<file path="src/rtl/ball_engine_if.sv">
// Game/raster bus of the Pong ball engine: frame sync, serve, paddles and
// win flags in; ball position, scored pulses and the ball pixel layer out.
interface ball_engine_if;
    logic               fsync;
    logic               serve;
    logic signed [11:0] paddle_1_vpos;
    logic signed [11:0] paddle_2_vpos;
    logic               player_1_win;
    logic               player_2_win;
    logic signed [11:0] hpos;
    logic signed [11:0] vpos;
    logic               player_1_scored;
    logic               player_2_scored;
    logic signed [11:0] ball_x;
    logic signed [11:0] ball_y;
    logic               active;
    logic [7:0]         pixel [0:2];

    modport master (
        output fsync, serve, paddle_1_vpos, paddle_2_vpos,
               player_1_win, player_2_win, hpos, vpos,
        input  player_1_scored, player_2_scored, ball_x, ball_y, active, pixel
    );

    modport slave (
        input  fsync, serve, paddle_1_vpos, paddle_2_vpos,
               player_1_win, player_2_win, hpos, vpos,
        output player_1_scored, player_2_scored, ball_x, ball_y, active, pixel
    );
endinterface

</file>
<file path="src/rtl/ball_engine.sv">
// Pong ball: motion, wall/paddle bounces, serve/score FSM and pixel layer.
// Optional macro BALL_SPEEDUP_EN: each paddle hit raises |dx| up to BALL_SPEED_MAX.
module ball_engine #(
    parameter int          HRES           = 1280,
    parameter int          VRES           = 720,
    parameter int          BALL_SIZE      = 16,
    parameter int          BALL_SPEED     = 4,
    parameter int          BALL_SPEED_MAX = 12,
    parameter int          PADDLE_LEN     = 200,
    parameter int          PADDLE_THICK   = 20,
    parameter int          PADDLE_GAP     = 20,
    parameter int          SERVE_DELAY    = 60,
    parameter logic [23:0] COLOR          = 24'hFFFFFF
) (
    input logic          pixel_clk,
    input logic          rst,
    ball_engine_if.slave bus
);
    localparam int CW       = $clog2(SERVE_DELAY + 1);
    localparam int SPD_INIT = (BALL_SPEED < BALL_SPEED_MAX) ? BALL_SPEED : BALL_SPEED_MAX;

    localparam logic signed [12:0] S_ZERO = '0;
    localparam logic signed [12:0] S_BS   = 13'(BALL_SIZE);
    localparam logic signed [12:0] S_HRES = 13'(HRES);
    localparam logic signed [12:0] S_VRES = 13'(VRES);
    localparam logic signed [12:0] S_PL   = 13'(PADDLE_LEN);
    localparam logic signed [12:0] S_FL   = 13'(PADDLE_GAP + PADDLE_THICK);
    localparam logic signed [12:0] S_FR   = 13'(HRES - PADDLE_GAP - PADDLE_THICK);
    localparam logic signed [12:0] S_DY   = 13'(BALL_SPEED);
    localparam logic [11:0] CX    = 12'((HRES - BALL_SIZE) / 2);
    localparam logic [11:0] CY    = 12'((VRES - BALL_SIZE) / 2);
    localparam logic [11:0] Y_MAX = 12'(VRES - BALL_SIZE);
    localparam logic [11:0] X_L   = 12'(PADDLE_GAP + PADDLE_THICK);
    localparam logic [11:0] X_R   = 12'(HRES - PADDLE_GAP - PADDLE_THICK - BALL_SIZE);

    typedef enum logic [1:0] {IDLE, PLAY, SCORED, OVER} state_t;

    function automatic logic signed [12:0] sx(input logic [11:0] v);
        return {v[11], v};
    endfunction

    state_t             state_q, state_d;
    logic               fsync_q, tick_q, tick_d;
    logic [11:0]        x_q, x_d, y_q, y_d;
    logic               dx_neg_q, dx_neg_d, dy_neg_q, dy_neg_d;
    logic [CW-1:0]      cnt_q, cnt_d;
    logic               p1s_q, p1s_d, p2s_q, p2s_d;
    logic [11:0]        spd;
    logic signed [12:0] xs, ys, hs, vs, p1, p2, mag_x, dx, dy, nx, ny;
    logic               hit_l, hit_r;

`ifdef BALL_SPEEDUP_EN
    logic [11:0] spd_q, spd_d;
    assign spd = spd_q;
`else
    assign spd = 12'(SPD_INIT);
`endif

    assign xs    = sx(x_q);
    assign ys    = sx(y_q);
    assign hs    = sx(bus.hpos);
    assign vs    = sx(bus.vpos);
    assign p1    = sx(bus.paddle_1_vpos);
    assign p2    = sx(bus.paddle_2_vpos);
    assign mag_x = $signed({1'b0, spd});
    assign dx    = dx_neg_q ? -mag_x : mag_x;
    assign dy    = dy_neg_q ? -S_DY : S_DY;
    assign nx    = xs + dx;
    assign ny    = ys + dy;

    // The "was outside the face" term stops a ball already behind a paddle from snapping back.
    assign hit_l = dx_neg_q && (nx <= S_FL) && (xs >= S_FL) && (ny + S_BS > p2) && (ny < p2 + S_PL);
    assign hit_r = !dx_neg_q && (nx + S_BS >= S_FR) && (xs + S_BS <= S_FR) &&
                   (ny + S_BS > p1) && (ny < p1 + S_PL);

    always_comb begin
        // NOTE: every _d gets its hold value first so no path leaves it unassigned (no latch).
        state_d  = state_q;
        tick_d   = bus.fsync & ~fsync_q;
        x_d      = x_q;
        y_d      = y_q;
        dx_neg_d = dx_neg_q;
        dy_neg_d = dy_neg_q;
        cnt_d    = cnt_q;
        p1s_d    = 1'b0;
        p2s_d    = 1'b0;
`ifdef BALL_SPEEDUP_EN
        spd_d    = spd_q;
`endif
        if (state_q == OVER) begin
            state_d = OVER;
        end else if (bus.player_1_win || bus.player_2_win) begin
            state_d = OVER;
        end else if (tick_q) begin
            case (state_q)
                IDLE: if (bus.serve) state_d = PLAY;
                PLAY: begin
                    x_d = nx[11:0];
                    y_d = ny[11:0];
                    if (ny <= S_ZERO)         begin y_d = '0;    dy_neg_d = 1'b0; end
                    if (ny + S_BS >= S_VRES)  begin y_d = Y_MAX; dy_neg_d = 1'b1; end
                    if (hit_l || hit_r) begin
                        x_d      = hit_l ? X_L : X_R;
                        dx_neg_d = hit_r;
`ifdef BALL_SPEEDUP_EN
                        spd_d    = (spd_q >= 12'(BALL_SPEED_MAX)) ? spd_q : spd_q + 12'd1;
`endif
                    end else if (nx[12] || (nx + S_BS > S_HRES)) begin
                        // Serve next toward whoever conceded: left exit -> ball heads left.
                        p1s_d    = nx[12];
                        p2s_d    = ~nx[12];
                        dx_neg_d = nx[12];
                        state_d  = SCORED;
`ifdef BALL_SPEEDUP_EN
                        spd_d    = 12'(SPD_INIT);
`endif
                    end
                end
                SCORED: begin
                    if (cnt_q == CW'(SERVE_DELAY - 1)) begin
                        cnt_d   = '0;
                        x_d     = CX;
                        y_d     = CY;
                        state_d = IDLE;
                    end else begin
                        cnt_d = cnt_q + CW'(1);
                    end
                end
                default: state_d = state_q;
            endcase
        end
    end

    always_ff @(posedge pixel_clk or posedge rst) begin
        if (rst) begin
            state_q  <= IDLE;
            fsync_q  <= 1'b0;
            tick_q   <= 1'b0;
            x_q      <= CX;
            y_q      <= CY;
            dx_neg_q <= 1'b0;
            dy_neg_q <= 1'b0;
            cnt_q    <= '0;
            p1s_q    <= 1'b0;
            p2s_q    <= 1'b0;
`ifdef BALL_SPEEDUP_EN
            spd_q    <= 12'(SPD_INIT);
`endif
        end else begin
            // NOTE: non-blocking so every flop samples the pre-edge values together.
            state_q  <= state_d;
            fsync_q  <= bus.fsync;
            tick_q   <= tick_d;
            x_q      <= x_d;
            y_q      <= y_d;
            dx_neg_q <= dx_neg_d;
            dy_neg_q <= dy_neg_d;
            cnt_q    <= cnt_d;
            p1s_q    <= p1s_d;
            p2s_q    <= p2s_d;
`ifdef BALL_SPEEDUP_EN
            spd_q    <= spd_d;
`endif
        end
    end

    assign bus.player_1_scored = p1s_q;
    assign bus.player_2_scored = p2s_q;
    assign bus.ball_x          = x_q;
    assign bus.ball_y          = y_q;
    assign bus.active          = ((state_q == IDLE) || (state_q == PLAY)) &&
                                 (hs >= xs) && (hs < xs + S_BS) &&
                                 (vs >= ys) && (vs < ys + S_BS);
    assign bus.pixel[0]        = bus.active ? COLOR[7:0]   : 8'h00;
    assign bus.pixel[1]        = bus.active ? COLOR[15:8]  : 8'h00;
    assign bus.pixel[2]        = bus.active ? COLOR[23:16] : 8'h00;
endmodule
</file>
<file path="src/flat_wrapper.sv">
// flat-port wrapper written by rule: the top's interface ports become plain ports
module ball_engine_flat 
#(
    parameter int          HRES           = 1280,
    parameter int          VRES           = 720,
    parameter int          BALL_SIZE      = 16,
    parameter int          BALL_SPEED     = 4,
    parameter int          BALL_SPEED_MAX = 12,
    parameter int          PADDLE_LEN     = 200,
    parameter int          PADDLE_THICK   = 20,
    parameter int          PADDLE_GAP     = 20,
    parameter int          SERVE_DELAY    = 60,
    parameter logic [23:0] COLOR          = 24'hFFFFFF
)
  (pixel_clk, rst, bus_fsync, bus_serve, bus_paddle_1_vpos, bus_paddle_2_vpos, bus_player_1_win, bus_player_2_win, bus_hpos, bus_vpos, bus_player_1_scored, bus_player_2_scored, bus_ball_x, bus_ball_y, bus_active, bus_pixel);
  ball_engine_if bus_i ();
  input logic pixel_clk;
  input logic rst;
  input wire logic [$bits(bus_i.fsync)-1:0] bus_fsync;
  input wire logic [$bits(bus_i.serve)-1:0] bus_serve;
  input wire logic [$bits(bus_i.paddle_1_vpos)-1:0] bus_paddle_1_vpos;
  input wire logic [$bits(bus_i.paddle_2_vpos)-1:0] bus_paddle_2_vpos;
  input wire logic [$bits(bus_i.player_1_win)-1:0] bus_player_1_win;
  input wire logic [$bits(bus_i.player_2_win)-1:0] bus_player_2_win;
  input wire logic [$bits(bus_i.hpos)-1:0] bus_hpos;
  input wire logic [$bits(bus_i.vpos)-1:0] bus_vpos;
  output wire logic [$bits(bus_i.player_1_scored)-1:0] bus_player_1_scored;
  output wire logic [$bits(bus_i.player_2_scored)-1:0] bus_player_2_scored;
  output wire logic [$bits(bus_i.ball_x)-1:0] bus_ball_x;
  output wire logic [$bits(bus_i.ball_y)-1:0] bus_ball_y;
  output wire logic [$bits(bus_i.active)-1:0] bus_active;
  output wire logic [$bits(bus_i.pixel)-1:0] bus_pixel;
  assign bus_i.fsync = bus_fsync;
  assign bus_i.serve = bus_serve;
  assign bus_i.paddle_1_vpos = bus_paddle_1_vpos;
  assign bus_i.paddle_2_vpos = bus_paddle_2_vpos;
  assign bus_i.player_1_win = bus_player_1_win;
  assign bus_i.player_2_win = bus_player_2_win;
  assign bus_i.hpos = bus_hpos;
  assign bus_i.vpos = bus_vpos;
  assign bus_player_1_scored = bus_i.player_1_scored;
  assign bus_player_2_scored = bus_i.player_2_scored;
  assign bus_ball_x = bus_i.ball_x;
  assign bus_ball_y = bus_i.ball_y;
  assign bus_active = bus_i.active;
  assign bus_pixel = {>>{bus_i.pixel}};
  ball_engine #(.HRES(HRES), .VRES(VRES), .BALL_SIZE(BALL_SIZE), .BALL_SPEED(BALL_SPEED), .BALL_SPEED_MAX(BALL_SPEED_MAX), .PADDLE_LEN(PADDLE_LEN), .PADDLE_THICK(PADDLE_THICK), .PADDLE_GAP(PADDLE_GAP), .SERVE_DELAY(SERVE_DELAY), .COLOR(COLOR)) u_core (.pixel_clk(pixel_clk), .rst(rst), .bus(bus_i));
endmodule
</file>
<file path="config.mk">
export PLATFORM = sky130hd
export DESIGN_NAME = ball_engine_flat
export DESIGN_NICKNAME = d
export VERILOG_FILES = /design/src/rtl/ball_engine_if.sv /design/src/rtl/ball_engine.sv /design/src/flat_wrapper.sv
export SDC_FILE = /design/constraint.sdc
export NUM_CORES = 1
export LEC_CHECK = 0
export BUFFER_PORTS_ARGS = -buffer_cell sky130_fd_sc_hd__buf_2
export CAP_MARGIN = 20
export CORE_MARGIN = 2
export CORE_UTILIZATION = 38
export DETAILED_ROUTE_END_ITERATION = 8
export MAX_ROUTING_LAYER = met4
export PLACE_DENSITY = 0.6
export SLEW_MARGIN = 40
export SYNTH_ARGS = -nofsm -noshare
export SYNTH_HDL_FRONTEND = slang
export SYNTH_SLANG_ARGS = --single-unit
</file>
<file path="constraint.sdc">
create_clock -name pixel_clk -period 7.2 [get_ports pixel_clk]
set_clock_uncertainty 0.05 [all_clocks]
set_input_delay 1.8 -clock pixel_clk [delete_from_list [all_inputs] [get_ports pixel_clk]]
set_output_delay 1.8 -clock pixel_clk [all_outputs]
set_load 0.005 [all_outputs]
</file>
---- Word level (Yosys, flattened, before mapping) ----
Cells that the tools add are included.
word-level totals
  flip-flop bits (word level) ............. 38
  output and inout port bits .............. 51
operators by class
  mux-type cells .......................... 36
  equality and inequality tests ........... 9
  $lt $le $gt $ge ......................... 15
  bitwise operators ....................... 5
  reductions and logical operators ........ 28
  $add $sub $neg .......................... 9
operators by type and width
  operator                 number
  $mux W12                 5
  $pmux W12 S2             2
  $add A12 B13 Y13         2
  $add A12 B6 Y13 const B  2
  $add A12 B9 Y13 const B  2
  $add A13 B6 Y13 const B  2
  $gt A13 B12 Y1           2
  $lt A12 B13 Y1           2
  $lt A13 B13 Y1           2
  $mux W13                 2
  $ge A12 B12 Y1           2
  $mux W1                  16
  $reduce_and A5 Y1        3
  $mux W2                  7
  $ge A13 B11 Y1 const B   1
  $ge A13 B12 Y1 const B   1
  $gt A13 B12 Y1 const B   1
  $le A13 B1 Y1 const B    1
  $le A13 B12 Y1 const B   1
  $le A13 B7 Y1 const B    1
  $ge A12 B7 Y1 const B    1
  $logic_and A1 B1 Y1      12
  $mux W11                 1
  $mux W8                  1
  other kinds (19)         30

---- Logic depth before layout (Yosys ltp) ----
Gate-level depths: netlist (run 1).
  word-level depth ........................ 14
  mapped depth ............................ 22
  mapped depth without buffers ............ 21

---- Worst setup path before layout (run 1) ----
Ideal clock, no wire load.
  path type ............................... input-to-output
  start point ............................. input port bus_hpos[2]
  end point ............................... output port bus_pixel[0]
  path slack .............................. -65 ps
  required time ........................... 5,350 ps
  stages .................................. 12
  path buffers ............................ 1
  arrival time ............................ 5,415 ps
  cells stage by stage .................... ha_1 -> o21ai_0 -> a21oi_1 -> o21a_1 -> o21a_1 -> o21a_1 -> o21ai_0 -> nand2b_1 -> a21oi_1 -> nor2_1 -> nor4_1 -> buf_4
on the way
  cells in the longest elaborated chain, start to end .. 6
  elaborated cells between the ends (all ways) .. 7
  those cells by class .................... order compare (2); mux (1); reduce/logical (4)
RTL lines
  element                             RTL line            source
  start, declared                     flat_wrapper.sv:25  input wire logic [$bits(bus_i.hpos)-1:0] bus_hpos;
  $ge A12 B12 Y1                      ball_engine.sv:172  (hs >= xs) && (hs < xs + S_BS) &&
  $logic_and A1 B1 Y1                 ball_engine.sv:171  assign bus.active = ((state_q == IDLE) || (state_q == PLAY)) &&
  $logic_and A1 B1 Y1 * (2 in a row)  ball_engine.sv:172
  $logic_and A1 B1 Y1 *               ball_engine.sv:173  (vs >= ys) && (vs < ys + S_BS);
  named net bus_active                flat_wrapper.sv:31  output wire logic [$bits(bus_i.active)-1:0] bus_active;
  $mux W8 *                           ball_engine.sv:176  assign bus.pixel[2] = bus.active ? COLOR[23:16] : 8'h00;
  end, declared                       flat_wrapper.sv:32  output wire logic [$bits(bus_i.pixel)-1:0] bus_pixel;
The timed path passes the listed nets; every way through them passes the cells marked *.

---- Final worst setup path (run 1) ----
  start point ............................. input port bus_vpos[2]
  end point ............................... output port bus_pixel[18]
on the way
  cells in the longest elaborated chain, start to end .. 4
  elaborated cells between the ends (all ways) .. 5
  those cells by class .................... order compare (2); mux (1); reduce/logical (2)
RTL lines
  element                RTL line            source
  start, declared        flat_wrapper.sv:26  input wire logic [$bits(bus_i.vpos)-1:0] bus_vpos;
  $ge A12 B12 Y1         ball_engine.sv:173
  $logic_and A1 B1 Y1    ball_engine.sv:172
  $logic_and A1 B1 Y1 *  ball_engine.sv:173
  $mux W8 *              ball_engine.sv:174  assign bus.pixel[0] = bus.active ? COLOR[7:0] : 8'h00;
Mark *: on every way between the ends. The rest lies on a longest branch, timed or not.

==> results.json, run 1 <==
{
  "h-tree-depth": 2,
  "hpwl_mm": 12.6,
  "post_cts_buffers": 0,
  "synthFlopType": "dfrtp_1",
  "cp.arrival_ns": 3.99,
  "tritoncts": "built",
  "worst_setup_path_end_kind": "output pin",
  "gp_congestion": 0.897,
  "first_pass_iters": 5,
  "route.met3.wl_um": 503,
  "worst_pin_slew_ns": 0.777,
  "min_period_ns": 5.84,
  "rsz0062_at_grt": "false",
  "first_global_vias": 5115,
  "drc_errors": 0,
  "numCtsBuffers": 5,
  "peakVddDrop_v": 0.0000744,
  "vias": 5417,
  "dieArea_um2": 16700,
  "hp-class": "reg -> reg",
  "antenna_found_initial": 0,
  "path_max_fanout": 25,
  "wl_met2_mm": 7.06,
  "synthArstFlopShare_pct": 100,
  "clkTransAtPathRegs_ns": 0.05,
  "totalNegativeSetupSlack_ns": 0,
  "synth_seq_area_share_pct": 14.5,
  "grt_first_pass_wirelength_mm": 25.5,
  "design_area_um2": 6670,
  "dpl_cell_area_um2": 6520,
  "io-pin-count": 105,
  "power.density_nw_per_um2": 76.9,
  "routed.top_layer": "met4",
  "power_mw": 0.513,
  "synth-warning-count": 0,
  "avgSynthCellArea_um2": 8.07,
  "initial_utilization_pct": 39.0,
  "maxCapViolCount": 0,
  "required_ns": 5.35,
  "wl_met1_mm": 7.57,
  "hold_ws_ns": 0.340,
  "wl_per_cell_um": 14.9,
  "cts-resized-gates": 0,
  "r2r_slack_ns": 1.65,
  "postRouteAntennaNets": 0,
  "num_rows": 45,
  "hold_viol_final": 0,
  "start_kind": "primary input",
  "die_h_um": 129,
  "slew_headroom_pct": 47.8,
  "timing.fmax_mhz": 171,
  "drt_iter0_markers": 306,
  "syn_to_final_growth_pct": 12.2,
  "syn_area_um2": 5950,
  "wl_mm": 15.3,
  "critical_path_class": "in -> out",
  "clock-root-buffer": "clkbuf_16",
  "final-setup-viol-count": 0,
  "grt-ovfl-total": 0,
  "netlist_instances": 737,
  "clk_latency_ns": 0.28,
  "status": "finished clean",
  "layout_setup_ws_ns": 1.36,
  "io_buffers": 100,
  "synthDistinctLibCells": 87,
  "drive_above_1_share_pct": 19.0,
  "cts.path.max_buffers": 2,
  "core-area_um2": 15300,
  "grt_start_max_net_pins": 35,
  "ys_ff_latch": 34,
  "place_ws_ns": 1.34,
  "track_usage_pct": 19.3,
  "p_leak_nw": 3.24,
  "final.period_utilization_pct": 81.0,
  "drt-vias-per-instance": 5.28,
  "nets": 984,
  "cts_sinks": 34,
  "slew_violations": 0,
  "dieWidth_um": 129,
  "cts.hold.buffers_added": 0,
  "synth_edf_count": 0,
  "diodes": 0
}
## report_power, final
part | switching (mW) | internal (mW)
registers | 0.000724 | 0.192
logic | 0.0526 | 0.0464
clock network | 0.0843 | 0.137
total | 0.138 | 0.375
## registers in the layout (all words and copies together), names as in the netlist
name	flops
u_core.bus.ball_x	10
u_core.fsync_q	1
u_core.dy_neg_q	1
u_core.bus.player_1_scored	1
u_core.dx_neg_q	1
u_core.cnt_q	6
u_core.state_q	2
u_core.tick_q	1
u_core.bus.player_2_scored	1
u_core.bus.ball_y	10
## critical path, stage by stage
cell and delay [ns]:
buf_2 0.10, ha_1 0.28, o21ai_0 0.14, nand2b_1 0.09
nor2b_1 0.13, o21a_1 0.17, o21a_1 0.17, o21ai_0 0.15
nand2b_1 0.07, a21oi_1 0.20, o211ai_1 0.15, nor4_2 0.15
buf_4 0.24, buf_2 0.14
## cells in the final DEF, fill, tap and decap left out, types with 15 or more instances in the layout
cell,n
nand3_1,30
dfrtp_1,26
nand2_1,45
inv_1,71
nor2_1,38
o21ai_0,44
a21o_1,15
nand2b_1,15
xnor2_1,38
buf_2,100
ha_1,115
a21oi_1,42
## final cells by class
cell class                      instances  area (µm²)
Multi-Input combinational cell        594        4580
Tap cell                              211         264
Fill cell                            1576        8580
Timing Repair Buffer                  107         553
Clock buffer                            6         139
Inverter                               71         267
Sequential cell                        34         861
Clock inverter                          2        12.5
## routing by layer
metal	up-vias	global-route usage (%)
met2	109	31.9
met4	0	2.43
li1	2827	-
met1	2473	26.5
met5	-	-
met3	8	1.65
## logic make-up (layout without fill, tap and decap cells)
| family | count (synthesis) | in the layout | synth area share [%] |
|---|---|---|---|
| flops | 34 | 34 | 14.5 |
| buf+inv | 112 | 186 | 8.94 |
| mux | 4 | 4 | 0.715 |
| fa+ha+maj | 118 | 118 | 25.0 |
| other cells | 1 | 4 | 0.0630 |
| compound gates | 204 | 204 | 24.3 |
| simple gates | 216 | 216 | 19.2 |
| xor+xnor | 48 | 48 | 7.32 |
## synthesized netlist by cell type (all sizes together) (4+ instances only)
| cell type | number | area share (%) |
|---|---|---|
| ha | 115 | 24 |
| a31oi | 10 | 1.2 |
| nor2b | 10 | 1.1 |
| clkbuf | 9 | 0.57 |
| and2 | 5 | 0.55 |
| o211ai | 12 | 1.6 |
| o21a | 13 | 1.6 |
| a21oi | 42 | 3.5 |
| o22ai | 7 | 0.74 |
| nor4 | 10 | 1.4 |
| nand4 | 14 | 1.5 |
| a21o | 17 | 2.2 |
| and4 | 5 | 0.74 |
| nor3 | 13 | 1.1 |
| and3 | 10 | 1.1 |
| buf | 32 | 3.9 |
| a211oi | 10 | 1.5 |
| or3 | 5 | 0.53 |
| nand2 | 45 | 2.8 |
| inv | 71 | 4.5 |
| nand3 | 30 | 2.5 |
| nand2b | 15 | 1.6 |
| a21boi | 4 | 0.50 |
| nor2 | 39 | 2.5 |
| o21ai | 48 | 4.1 |
| xnor2 | 38 | 5.6 |
| xor2 | 10 | 1.7 |
| dfstp | 8 | 3.5 |
| dfrtp | 26 | 11 |
## worst paths after layout
| check | startpoint | end | cells past startpoint |
|---|---|---|---|
| setup / recovery | bus_vpos[2] | bus_pixel[18] | 14 |
| hold / removal | u_core.fsync_q | u_core.tick_q | 1 |
| setup reg to reg | u_core.dy_neg_q | u_core.state_q[1] | 21 |
| hold reg to reg | u_core.fsync_q | u_core.tick_q | 1 |
| max in group asynchronous | rst | u_core.bus.ball_x[5] | 3 |
| min in group asynchronous | rst | u_core.cnt_q[0] | 3 |
## stage by stage
| step | std cells | util (%) |
|---|---|---|
| final | 1025 | 43.7 |
| after global placement | 1017 | 42.7 |
| after CTS | 1025 | 43.7 |
| after detailed placement | 1017 | 42.7 |
| after global routing | 1025 | 43.7 |
| after floorplan | 740 | - |
Note: power is estimated with default switching activity, not from simulation.
==> run 2: changes to the inputs <==
--- a/config.mk
+++ b/config.mk
@@ -11,7 +11,7 @@
 export CORE_UTILIZATION = 38
 export DETAILED_ROUTE_END_ITERATION = 8
 export MAX_ROUTING_LAYER = met4
-export PLACE_DENSITY = 0.6
+export PLACE_DENSITY = 0.58
 export SLEW_MARGIN = 40
 export SYNTH_ARGS = -nofsm -noshare
 export SYNTH_HDL_FRONTEND = slang
==> constraint.sdc (replaced) <==
create_clock -name pixel_clk -period 5.7 [get_ports pixel_clk]
set_clock_uncertainty 0.05 [all_clocks]
set_input_delay 1.425 -clock pixel_clk [delete_from_list [all_inputs] [get_ports pixel_clk]]
set_output_delay 1.425 -clock pixel_clk [all_outputs]
set_load 0.005 [all_outputs]
==> run 2 against run 1 <==
Total power rose by 26%. Register-to-register slack got worse by 0.88 ns. Routed wire length rose by 0.77%. Largest cell class unchanged. Largest power group unchanged.
==> results.json, run 2 (synthesis results as in run 1) <==
{
  "clock-root-buffer": "clkbuf_16",
  "gp_congestion": 0.858,
  "p_int_mw": 0.475,
  "cpPeakStageDelay_ns": 0.28,
  "power.switching_mw": 0.170,
  "syn_to_final_growth_pct": 13.0,
  "io_buffers": 100,
  "dieWidth_um": 129,
  "drt-vias-per-instance": 5.27,
  "final-setup-viol-count": 0,
  "tritoncts": "built",
  "clkPwrFrac_pct": 42.8,
  "worst_pin_slew_ns": 0.628,
  "cp.arrival_ns": 3.63,
  "drc_errors": 0,
  "power_frac_seq_pct": 37.8,
  "critical_path_class": "in -> out",
  "wl_mm": 15.4,
  "nFillCells": 1572,
  "die_h_um": 129,
  "path_max_fanout": 25,
  "crit_slowest_cell": "ha_1",
  "rsz0062_at_grt": "false",
  "numCtsBuffers": 5,
  "hpwl_mm": 12.8,
  "grt_first_pass_wirelength_mm": 25.9,
  "dieArea_um2": 16700,
  "status": "finished clean",
  "hold_viol_final": 0,
  "wl_per_cell_um": 14.9,
  "power_mw": 0.644,
  "num_rows": 45,
  "regArea_um2": 861,
  "cts.path.max_buffers": 2,
  "path_cells": "buf_2, ha_1, o21ai_0, nand2b_1, nor2b_1, o21a_1, o21a_1, o21ai_0, nand2b_1, a21oi_1, o211ai_1, nor4_4, buf_4, buf_2",
  "vias": 5436,
  "pwr-share-comb_pct": 19.4,
  "min_period_ns": 5.11,
  "finalNonFillerCells": 1031,
  "cts-resized-gates": 0,
  "sw_frac_of_total_pct": 26.3,
  "core-area_um2": 15300,
  "fin_util_pct": 44.1,
  "hp-class": "reg -> reg",
  "maxCapViolCount": 0,
  "final_common_cell": "ha_1",
  "antenna_found_initial": 0,
  "first_global_vias": 5351,
  "diodes": 0,
  "cts.hold.buffers_added": 0,
  "postRouteAntennaNets": 0,
  "slew_headroom_pct": 57.8,
  "layout_setup_ws_ns": 0.594,
  "multi_input_area_um2": 4590,
  "post_cts_buffers": 0,
  "timing.fmax_mhz": 196,
  "totalNegativeSetupSlack_ns": 0,
  "clk_latency_ns": 0.27,
  "h-tree-depth": 2,
  "grt-ovfl-total": 0,
  "start_kind": "primary input",
  "track_usage_pct": 19.6,
  "p_leak_nw": 3.27,
  "power.density_nw_per_um2": 95.8,
  "final_cell_mix": "ha_1 (115), buf_2 (100), inv_1 (71)",
  "first_pass_iters": 4,
  "place_ws_ns": 0.579,
  "cts_sinks": 34,
  "peakVddDrop_v": 0.0000923,
  "nets": 990,
  "slew_violations": 0,
  "drive_above_1_share_pct": 19.5,
  "dp_cells": 1023,
  "clkTransAtPathRegs_ns": 0.05,
  "required_ns": 4.22,
  "drt_iter0_markers": 249,
  "initial_utilization_pct": 39.0,
  "grt_start_max_net_pins": 35,
  "final.period_utilization_pct": 89.6,
  "io-pin-count": 105,
  "worst_setup_path_end_kind": "output pin"
}
run 2: power by group through the flow:
stage               logic [mW]  registers [mW]  clock network [mW]
floorplan               0.0822           0.247                   0
global placement         0.125           0.248                   0
detailed placement       0.126           0.248                   0
CTS                      0.127           0.243               0.279
global route             0.147           0.244               0.289
finish                   0.125           0.243               0.276
run 2: worst max-delay path, delay by kind of cell:
kind	cells	cell delay (ns)
fa+ha+maj	1	0.28
buf+inv	3	0.48
compound gates	6	0.96
simple gates	4	0.46
run 2: path summary, 6_finish.rpt:
| path | from | to | slack, ns | cells past startpoint |
|---|---|---|---|---|
| worst max-delay path | bus_vpos[2] | bus_pixel[15] | 0.59 | 14 |
| max in group asynchronous | rst | u_core.bus.ball_y[5] | 4.05 | 3 |
| min in group asynchronous | rst | u_core.cnt_q[1] | 1.19 | 3 |
| worst min register to register | u_core.fsync_q | u_core.tick_q | 0.35 | 1 |
| worst max register to register | u_core.dy_neg_q | u_core.state_q[1] | 0.77 | 19 |
| worst min-delay path | u_core.fsync_q | u_core.tick_q | 0.35 | 1 |
run 2: cell type report:
cell class | instances | area share [%]
sequential | 34 | 12.8
inverter | 71 | 3.96
tap | 211 | 3.93
multi-input combinational | 594 | 68.2
clock inverter | 1 | 0.0744
timing repair buffer | 113 | 8.89
clock buffer | 7 | 2.12
run 2: layer usage:
metal  vias to the layer above  track usage [%]  part of all wire [%]
met1                      2483             26.0                    50
met3                        10             2.27                   3.4
met4                         0             2.81                  0.89
li1                       2841                -                     -
met2                       102             32.7                    46
met5                         -                -                     0
run 2: through the flow:
step	cell area, µm²	hold slack, ns
3_3_place_gp	6570	0.333
6_report	6720	0.351
3_5_place_dp	6580	0.346
4_1_cts	6720	0.353
2_1_floorplan	5980	0.328
5_1_grt	6720	0.362
==> run 3: changes to the inputs <==
--- a/config.mk
+++ b/config.mk
@@ -9,9 +9,10 @@
 export CAP_MARGIN = 20
 export CORE_MARGIN = 2
 export CORE_UTILIZATION = 38
+export CTS_CLUSTER_DIAMETER = 200
 export DETAILED_ROUTE_END_ITERATION = 8
 export MAX_ROUTING_LAYER = met4
-export PLACE_DENSITY = 0.58
+export PLACE_DENSITY_LB_ADDON = 0.05
 export SLEW_MARGIN = 40
 export SYNTH_ARGS = -nofsm -noshare
 export SYNTH_HDL_FRONTEND = slang
==> run 3 against run 2 <==
Critical path depth is the same. Sequential power about the same. Count of clock-buffer cells in the layout is 2 lower. Worst hold slack worse by 0.0047 ns. Routed wire length grew 6.5%. Via count increased by 3.0%. Core utilization down 0.057 points. First-iteration DRC count up 4.0%. Maximum frequency down 0.13%. Worst setup slack worse by 0.0068 ns. Clock power is 2% lower. Sequential cell count unchanged. Critical endpoint is now bus_pixel[19]. Largest power group unchanged.
==> results.json, run 3 (synthesis results as in run 1) <==
{
  "finalNonFillerCells": 1030,
  "dpl_cell_area_um2": 6570,
  "grt-ovfl-total": 0,
  "power.density_nw_per_um2": 95.4,
  "timing.fmax_mhz": 196,
  "first_global_vias": 5358,
  "cts-resized-gates": 0,
  "final_cell_mix": "ha_1 (115), buf_2 (100), inv_1 (71)",
  "first_pass_iters": 4,
  "routed.top_layer": "met4",
  "wl_mm": 16.4,
  "numCtsBuffers": 5,
  "drc_errors": 0,
  "gp_congestion": 0.868,
  "min_period_ns": 5.11,
  "power_mw": 0.641,
  "post_cts_buffers": 0,
  "dp_cells": 1022,
  "clk_latency_ns": 0.28,
  "num_rows": 45,
  "status": "finished clean",
  "cts_sinks": 34,
  "h-tree-depth": 2,
  "tritoncts": "built",
  "cp.arrival_ns": 3.64,
  "drt-vias-per-instance": 5.44,
  "nets": 989,
  "start_kind": "primary input",
  "io-pin-count": 105,
  "grt_start_max_net_pins": 26,
  "track_usage_pct": 20.3,
  "wl_met2_mm": 7.92,
  "grt_first_pass_wirelength_mm": 26.6,
  "slew_violations": 0,
  "diodes": 0,
  "core-area_um2": 15300,
  "nFillCells": 1595,
  "fin_util_pct": 44.0,
  "io_buffers": 100,
  "path_max_fanout": 25,
  "cts.hold.buffers_added": 0,
  "worst_pin_slew_ns": 0.776,
  "totalNegativeSetupSlack_ns": 0,
  "maxCapViolCount": 0,
  "antenna_found_initial": 0,
  "cts.path.max_buffers": 2,
  "multi_input_area_um2": 4590,
  "route.met3.wl_um": 353,
  "wl_per_cell_um": 15.9,
  "hp-class": "reg -> reg",
  "required_ns": 4.22,
  "wl_met1_mm": 7.85,
  "vias": 5601,
  "dieWidth_um": 129,
  "clkTransAtPathRegs_ns": 0.06,
  "final_common_cell": "ha_1",
  "layout_setup_ws_ns": 0.587,
  "place_ws_ns": 0.546,
  "slew_headroom_pct": 47.8,
  "rsz0062_at_grt": "false",
  "regArea_um2": 861,
  "initial_utilization_pct": 39.0,
  "drt_iter0_markers": 259,
  "final.period_utilization_pct": 89.7,
  "design_area_um2": 6720,
  "hpwl_mm": 13.7,
  "die_h_um": 129,
  "postRouteAntennaNets": 0,
  "clock-root-buffer": "clkbuf_16",
  "hold_viol_final": 0,
  "peakVddDrop_v": 0.0000739,
  "hold_depth": 1,
  "worst_setup_path_end_kind": "output pin",
  "p_leak_nw": 3.26,
  "dieArea_um2": 16700,
  "syn_to_final_growth_pct": 12.8,
  "drive_above_1_share_pct": 19.5,
  "critical_path_class": "in -> out",
  "final-setup-viol-count": 0,
  "hold_ws_ns": 0.347,
  "r2r_cells": 19
}
-- run 3: per-layer routing --
layer,global-route usage [%],up-vias
met2,34.9,105
met5,-,-
met4,4.03,0
met1,26.1,2663
li1,-,2817
met3,1.61,16
-- run 3: power by group --
part | leakage (nW) | switching (mW) | internal, mW
Clock | 0.0698 | 0.109 | 0.162
Combinational | 2.81 | 0.0674 | 0.0589
Sequential | 0.386 | 0.000955 | 0.242
Total | 3.26 | 0.177 | 0.463
-- run 3: worst max-delay path, stage by stage --
cell and delay (ns):
buf_2 0.10, ha_1 0.28, o21ai_0 0.22, a21oi_1 0.11
o21a_1 0.17, o21a_1 0.16, o21a_1 0.16, o21ai_0 0.14
nand2b_1 0.07, a21oi_1 0.14, nor2_1 0.08, nor4_4 0.19
buf_4 0.24, buf_2 0.14
-- run 3: cell type report --
cell class	instances	share of cell area, %
multi-input combinational	594	68.3
clock inverter	3	0.317
tap	211	3.93
clock buffer	5	1.86
timing repair buffer	112	8.79
inverter	71	3.97
sequential	34	12.8
-- run 3: worst paths after layout --
| kind | from | slack (ns) | end |
|---|---|---|---|
| max in group asynchronous | rst | 3.82 | u_core.bus.ball_y[8] |
| worst max-delay path | bus_hpos[2] | 0.59 | bus_pixel[19] |
| worst max register to register | u_core.dy_neg_q | 0.68 | u_core.state_q[1] |
| worst min-delay path | u_core.fsync_q | 0.35 | u_core.tick_q |
| min in group asynchronous | rst | 1.06 | u_core.state_q[1] |
| worst min register to register | u_core.fsync_q | 0.35 | u_core.tick_q |
